`src/rtl/change_dispenser.sv`:
```
// Greedy coin payout engine: pays a change amount as 5/2/1-unit coins over a
// valid/ack handshake to the hopper, tracking and refilling per-coin stock.
module change_dispenser #(
  parameter int W          = 5,
  parameter int CW         = 4,
  parameter int INIT_STOCK = 4
) (
  input  logic          clk,
  input  logic          rst,
  input  logic          start,
  input  logic [W-1:0]  amount,
  output logic          coin_valid,
  output logic [1:0]    coin_sel,
  input  logic          coin_ack,
  input  logic          refill,
  input  logic [1:0]    refill_sel,
  input  logic [CW-1:0] refill_cnt,
  output logic          busy,
  output logic          done,
  output logic          fail,
  output logic [W-1:0]  remaining,
  output logic [CW-1:0] stock_lo,
  output logic [CW-1:0] stock_mid,
  output logic [CW-1:0] stock_hi
);

  typedef enum logic [2:0] {
    IDLE  = 3'd0,
    CHECK = 3'd1,
    ISSUE = 3'd2,
    DONE  = 3'd3,
    FAIL  = 3'd4
  } state_t;

  localparam logic [1:0]    SEL_LO    = 2'd0;
  localparam logic [1:0]    SEL_MID   = 2'd1;
  localparam logic [1:0]    SEL_HI    = 2'd2;
  localparam logic [W-1:0]  VAL_LO    = W'(1);
  localparam logic [W-1:0]  VAL_MID   = W'(2);
  localparam logic [W-1:0]  VAL_HI    = W'(5);
  localparam logic [CW:0]   STOCK_MAX = {1'b0, {CW{1'b1}}};
  localparam logic [CW-1:0] STOCK_RST = CW'(INIT_STOCK);

  state_t        state_q, state_d;
  logic [W-1:0]  remaining_q, remaining_d;
  logic [1:0]    coin_sel_q, coin_sel_d;
  logic          coin_valid_q, coin_valid_d;
  logic          busy_q, busy_d;
  logic          done_q, done_d;
  logic          fail_q, fail_d;
  logic [CW-1:0] stock_q [3];
  logic [CW-1:0] stock_d [3];
  logic          coin_taken;

  function automatic logic [W-1:0] coin_value(input logic [1:0] sel);
    case (sel)
      SEL_HI:  return VAL_HI;
      SEL_MID: return VAL_MID;
      default: return VAL_LO;
    endcase
  endfunction

  // A same-cycle refill and payout decrement combine before saturation; the
  // decrement only happens on a non-empty counter, so the sum never underflows.
  function automatic logic [CW-1:0] next_stock(input logic [CW-1:0] cur,
                                               input logic          add_en,
                                               input logic [CW-1:0] add,
                                               input logic          dec);
    logic [CW:0] sum;
    sum = {1'b0, cur} + (add_en ? {1'b0, add} : {(CW+1){1'b0}})
          - {{CW{1'b0}}, dec};
    if (sum > STOCK_MAX) return {CW{1'b1}};
    return sum[CW-1:0];
  endfunction

  assign coin_taken = (state_q == ISSUE) && coin_valid_q && coin_ack;

  always_comb begin
    state_d     = state_q;
    remaining_d = remaining_q;
    coin_sel_d  = coin_sel_q;

    case (state_q)
      IDLE: begin
        if (start) begin
          remaining_d = amount;
          state_d     = CHECK;
        end
      end
      CHECK: begin
        if (remaining_q == '0) begin
          state_d = DONE;
        end else if (remaining_q >= VAL_HI && stock_q[2] != '0) begin
          coin_sel_d = SEL_HI;
          state_d    = ISSUE;
        end else if (remaining_q >= VAL_MID && stock_q[1] != '0) begin
          coin_sel_d = SEL_MID;
          state_d    = ISSUE;
        end else if (stock_q[0] != '0) begin
          coin_sel_d = SEL_LO;
          state_d    = ISSUE;
        end else begin
          state_d = FAIL;
        end
      end
      ISSUE: begin
        if (coin_taken) begin
          remaining_d = remaining_q - coin_value(coin_sel_q);
          state_d     = CHECK;
        end
      end
      DONE:    state_d = IDLE;
      FAIL:    state_d = IDLE;
      default: state_d = IDLE;
    endcase

    for (int i = 0; i < 3; i++) begin
      stock_d[i] = next_stock(stock_q[i],
                              refill && (refill_sel == 2'(i)),
                              refill_cnt,
                              coin_taken && (coin_sel_q == 2'(i)));
    end

    // Outputs are registered straight from the next state so they line up with it.
    coin_valid_d = (state_d == ISSUE);
    busy_d       = (state_d != IDLE);
    done_d       = (state_d == DONE);
    fail_d       = (state_d == FAIL);
  end

  always_ff @(posedge clk or negedge rst) begin
    if (!rst) begin
      state_q      <= IDLE;
      remaining_q  <= '0;
      coin_sel_q   <= SEL_LO;
      coin_valid_q <= 1'b0;
      busy_q       <= 1'b0;
      done_q       <= 1'b0;
      fail_q       <= 1'b0;
      for (int i = 0; i < 3; i++) stock_q[i] <= STOCK_RST;
    end else begin
      state_q      <= state_d;
      remaining_q  <= remaining_d;
      coin_sel_q   <= coin_sel_d;
      coin_valid_q <= coin_valid_d;
      busy_q       <= busy_d;
      done_q       <= done_d;
      fail_q       <= fail_d;
      for (int i = 0; i < 3; i++) stock_q[i] <= stock_d[i];
    end
  end

  assign coin_valid = coin_valid_q;
  assign coin_sel   = coin_sel_q;
  assign busy       = busy_q;
  assign done       = done_q;
  assign fail       = fail_q;
  assign remaining  = remaining_q;
  assign stock_lo   = stock_q[0];
  assign stock_mid  = stock_q[1];
  assign stock_hi   = stock_q[2];

endmodule

```
`config.mk`:
```
export PLATFORM = sky130hd
export DESIGN_NAME = change_dispenser
export DESIGN_NICKNAME = d
export VERILOG_FILES = /design/src/rtl/change_dispenser.sv
export SDC_FILE = /design/constraint.sdc
export NUM_CORES = 1
export LEC_CHECK = 0
export CELL_PAD_IN_SITES_DETAIL_PLACEMENT = 1
export CELL_PAD_IN_SITES_GLOBAL_PLACEMENT = 2
export CORE_ASPECT_RATIO = 1.5
export CORE_MARGIN = 2
export CORE_UTILIZATION = 33
export DETAILED_ROUTE_END_ITERATION = 8
export PLACE_DENSITY_LB_ADDON = 0.1
export SLEW_MARGIN = 5
export SYNTH_ARGS = -nofsm -noshare
export SYNTH_HDL_FRONTEND = slang
export SYNTH_SLANG_ARGS = --single-unit
```
`constraint.sdc`:
```
create_clock -name clk -period 5 [get_ports clk]
set_clock_uncertainty 0.1 [all_clocks]
set_input_delay 0.5 -clock clk [delete_from_list [all_inputs] [get_ports clk]]
set_output_delay 0.5 -clock clk [all_outputs]
set_load 0.02 [all_outputs]
```
==> flow_metrics.py <==
metrics = {
    "critical_path": {
        "start_kind": "flip-flop",
        "worstSetupPathType": "flip-flop to flip-flop",
        "cp.arrival_ns": 3.17,
        "end_kind": "flip-flop",
        "crit_required_ns": 5.05,
        "path_max_fanout": 8,
        "ff2ff_setup_slack_ns": 1.88,
    },
    "global_route": {
        "grt_pass1_wl_mm": 7.57,
        "antenna_found_initial": 0,
        "overflow": 0,
        "grt_max_degree": 27,
        "track_usage_pct": 15.6,
        "grt_pass1_vias": 1670,
        "globalRouteMet1Util_pct": 17.5,
        "met2_usage_pct": 30.4,
        "grtUsageMet3_pct": 1.64,
        "grt-busiest-layer": "met2",
    },
    "power": {
        "power.leakage_nw": 1.15,
        "peakVddDrop_mv": 0.194,
        "p_per_area_nw_per_um2": 562,
    },
    "final_layout": {
        "final_common_cell": "clkdlybuf4s50_1",
        "area_growth_pct": 27.9,
        "fill_cells": 659,
        "layout.nets": 295,
        "insertedDiodeCount": 0,
        "post-route-util_pct": 43.7,
        "drive_above_1_share_pct": 4.05,
        "mostFrequentLayoutCells": "38 x clkdlybuf4s50_1, 33 x inv_1, 27 x nand2_1, 27 x ha_1, 23 x dfrtp_1",
    },
    "floorplanning": {
        "die_y_um": 96.4,
        "row_count": 33,
        "dieArea_um2": 6320,
        "chipWidth_um": 65.6,
        "start_util_pct": 34.2,
        "num_io_pins": 39,
        "core_um2": 5490,
    },
    "drt": {
        "post_drt_wl_per_cell_um": 13.4,
        "route.vias.total": 1531,
        "wl_mm": 4.26,
        "dr.pass1.iters": 3,
        "drt-initial-drc-count": 56,
        "drtAntennaViolNets": 0,
        "drc": 0,
        "post_drt_via_cell_ratio": 4.83,
    },
    "clocking": {
        "cts_tree": "done",
        "hold_buffers": 0,
        "cts_buffers": 3,
        "post_cts_buffers": 0,
        "cts_max_path_buffers": 2,
        "clock_latency_ns": 0.27,
        "clk_pin_slew_worst_paths_ns": 0.09,
        "cts.repair.resized": 0,
        "cts_root_buf": "clkbuf_8",
        "htree_num_levels": 1,
        "cts.sinks": 26,
    },
    "timing": {
        "setup_viol": 0,
        "relSlewSlack_pct": 66.3,
        "drv_slew": 0,
        "period_needed_ns": 3.12,
        "rsz0062_at_grt": "false",
        "final_hold_viol_count": 0,
        "worst_pin_slew_ns": 0.501,
        "fmax_mhz": 320,
        "fin_crit_sh_pct": 62.4,
        "tns_ns": 0,
    },
    "synth": {
        "syn_nets": 253,
        "synth_top_area_share_pct": 30.7,
        "ys_seq_elements": 26,
        "yosys.area.top_type": "dfrtp_1",
        "syn_area_per_cell_um2": 9.11,
        "synth.yosys.warnings": 0,
        "yosysSeqAreaShare_pct": 34.9,
        "netlist_instances": 206,
        "yosysUniqueCellTypes": 34,
        "syn-cell-area_um2": 1880,
        "synth_area_leaders": "dfrtp_1 31%, ha_1 18%, inv_1 6.6%, nand2_1 5.4%, fa_1 4.3%",
    },
    "flow_run": {
        "max_cap_violations": 0,
    },
    "placement": {
        "portBuffers": 38,
        "gp_congestion": 0.703,
        "hpwl_mm": 3.68,
    },
    "status": {
        "status": "completed",
    },
    "min_path": {
        "hold_path.class": "flip-flop to flip-flop",
    },
}
worst max-delay path, cell delays in order, from the launching register on:
cell and delay (ns):
dfrtp_1 0.44, nor3b_2 0.46, nand3_1 0.23, nor3_1 0.24, ha_1 0.17, inv_1 0.04
ha_1 0.20, fa_1 0.41, a21o_1 0.18, a21oi_1 0.16, xor2_1 0.28, nand2_1 0.10
flip-flops by register name, indices dropped and copies added, names as in the netlist:
name        cells
busy            1
coin_valid      1
coin_sel        2
stock_mid       4
fail            1
remaining       5
stock_lo        4
stock_hi        4
done            1
state_q         3
through the flow:
step	hold slack (ns)	instances	power, mW	area, um2	setup slack [ns]
finish	0.430	317	1.35	2400	1.88
global route	0.466	317	1.49	2400	1.54
CTS	0.441	317	1.38	2400	1.84
detailed placement	0.428	313	1.20	2330	1.62
global placement	0.426	313	1.19	2330	1.69
floorplan	0.104	206	0.927	1880	2.30
cells in the mapped netlist:
master     instances
a22oi_1            1
a211o_1            1
buf_6              2
nand2_1           27
fa_1               4
xor2_1             6
o21ai_1            1
or3b_1             1
nor3b_1            1
a22o_1             1
dfstp_2            3
a31oi_1            2
nor3_1             5
o21ba_1            1
nor2b_1            1
nor3b_2            1
nor4_1             4
dfrtp_1           23
a21oi_1           13
inv_1             33
a21o_1             6
ha_1              27
a211oi_1           4
nand2b_1           9
and3b_1            1
o22a_1             3
o2bb2ai_1          1
nand3_1            3
nor3_2             1
o21ai_0            4
nor2_1            11
xnor2_1            3
and2b_1            1
and2_1             1
power breakdown:
part | internal, mW | total, mW | switching, mW
registers | 0.298 | 0.380 | 0.0818
logic | 0.369 | 0.796 | 0.427
clock network | 0.107 | 0.174 | 0.0672
logic make-up (layout without fill, tap and decap cells):
logic type,Yosys count,count (layout),share of synthesized area [%]
AOI/OAI and AO/OA,38,38,13.2
and+or+nand+nor,67,67,17.7
DFF,26,26,34.9
buffers and inverters,35,76,7.80
adders and majority gates,31,31,22.3
xor gates and xnor gates,9,9,4.20
area by class of cell:
| cell class | count | area [um2] | share of cell area, % |
|---|---|---|---|
| multi-input cells | 145 | 1080 | 44.8 |
| flip-flops and latches | 26 | 654 | 27.3 |
| repair buffers | 39 | 388 | 16.2 |
| inverters | 33 | 124 | 5.16 |
| well taps | 70 | 87.6 | 3.65 |
| clock buffers | 3 | 41.3 | 1.72 |
| clock inverters | 1 | 30.0 | 1.25 |
worst paths after layout:
check                                      from                       end  cells past startpoint
hold reg to reg            state_q[2]$_DFF_PN0_            busy$_DFF_PN0_                      1
hold / removal             state_q[2]$_DFF_PN0_            busy$_DFF_PN0_                      1
setup reg to reg           state_q[2]$_DFF_PN0_     stock_lo[3]$_DFF_PN0_                     11
min in group asynchronous                   rst  remaining[4]$_DFFE_PN0P_                      2
max in group asynchronous                   rst     stock_lo[2]$_DFF_PN1_                      2
setup / recovery           state_q[2]$_DFF_PN0_     stock_lo[3]$_DFF_PN0_                     11
layer usage:
metal / vias up / share of wire (%)
met5: - / 0
met4: 0 / 0.85
met3: 2 / 2.7
met2: 23 / 56
met1: 742 / 41
li1: 764 / -
No activity file was read; power rests on OpenSTA's default activity.
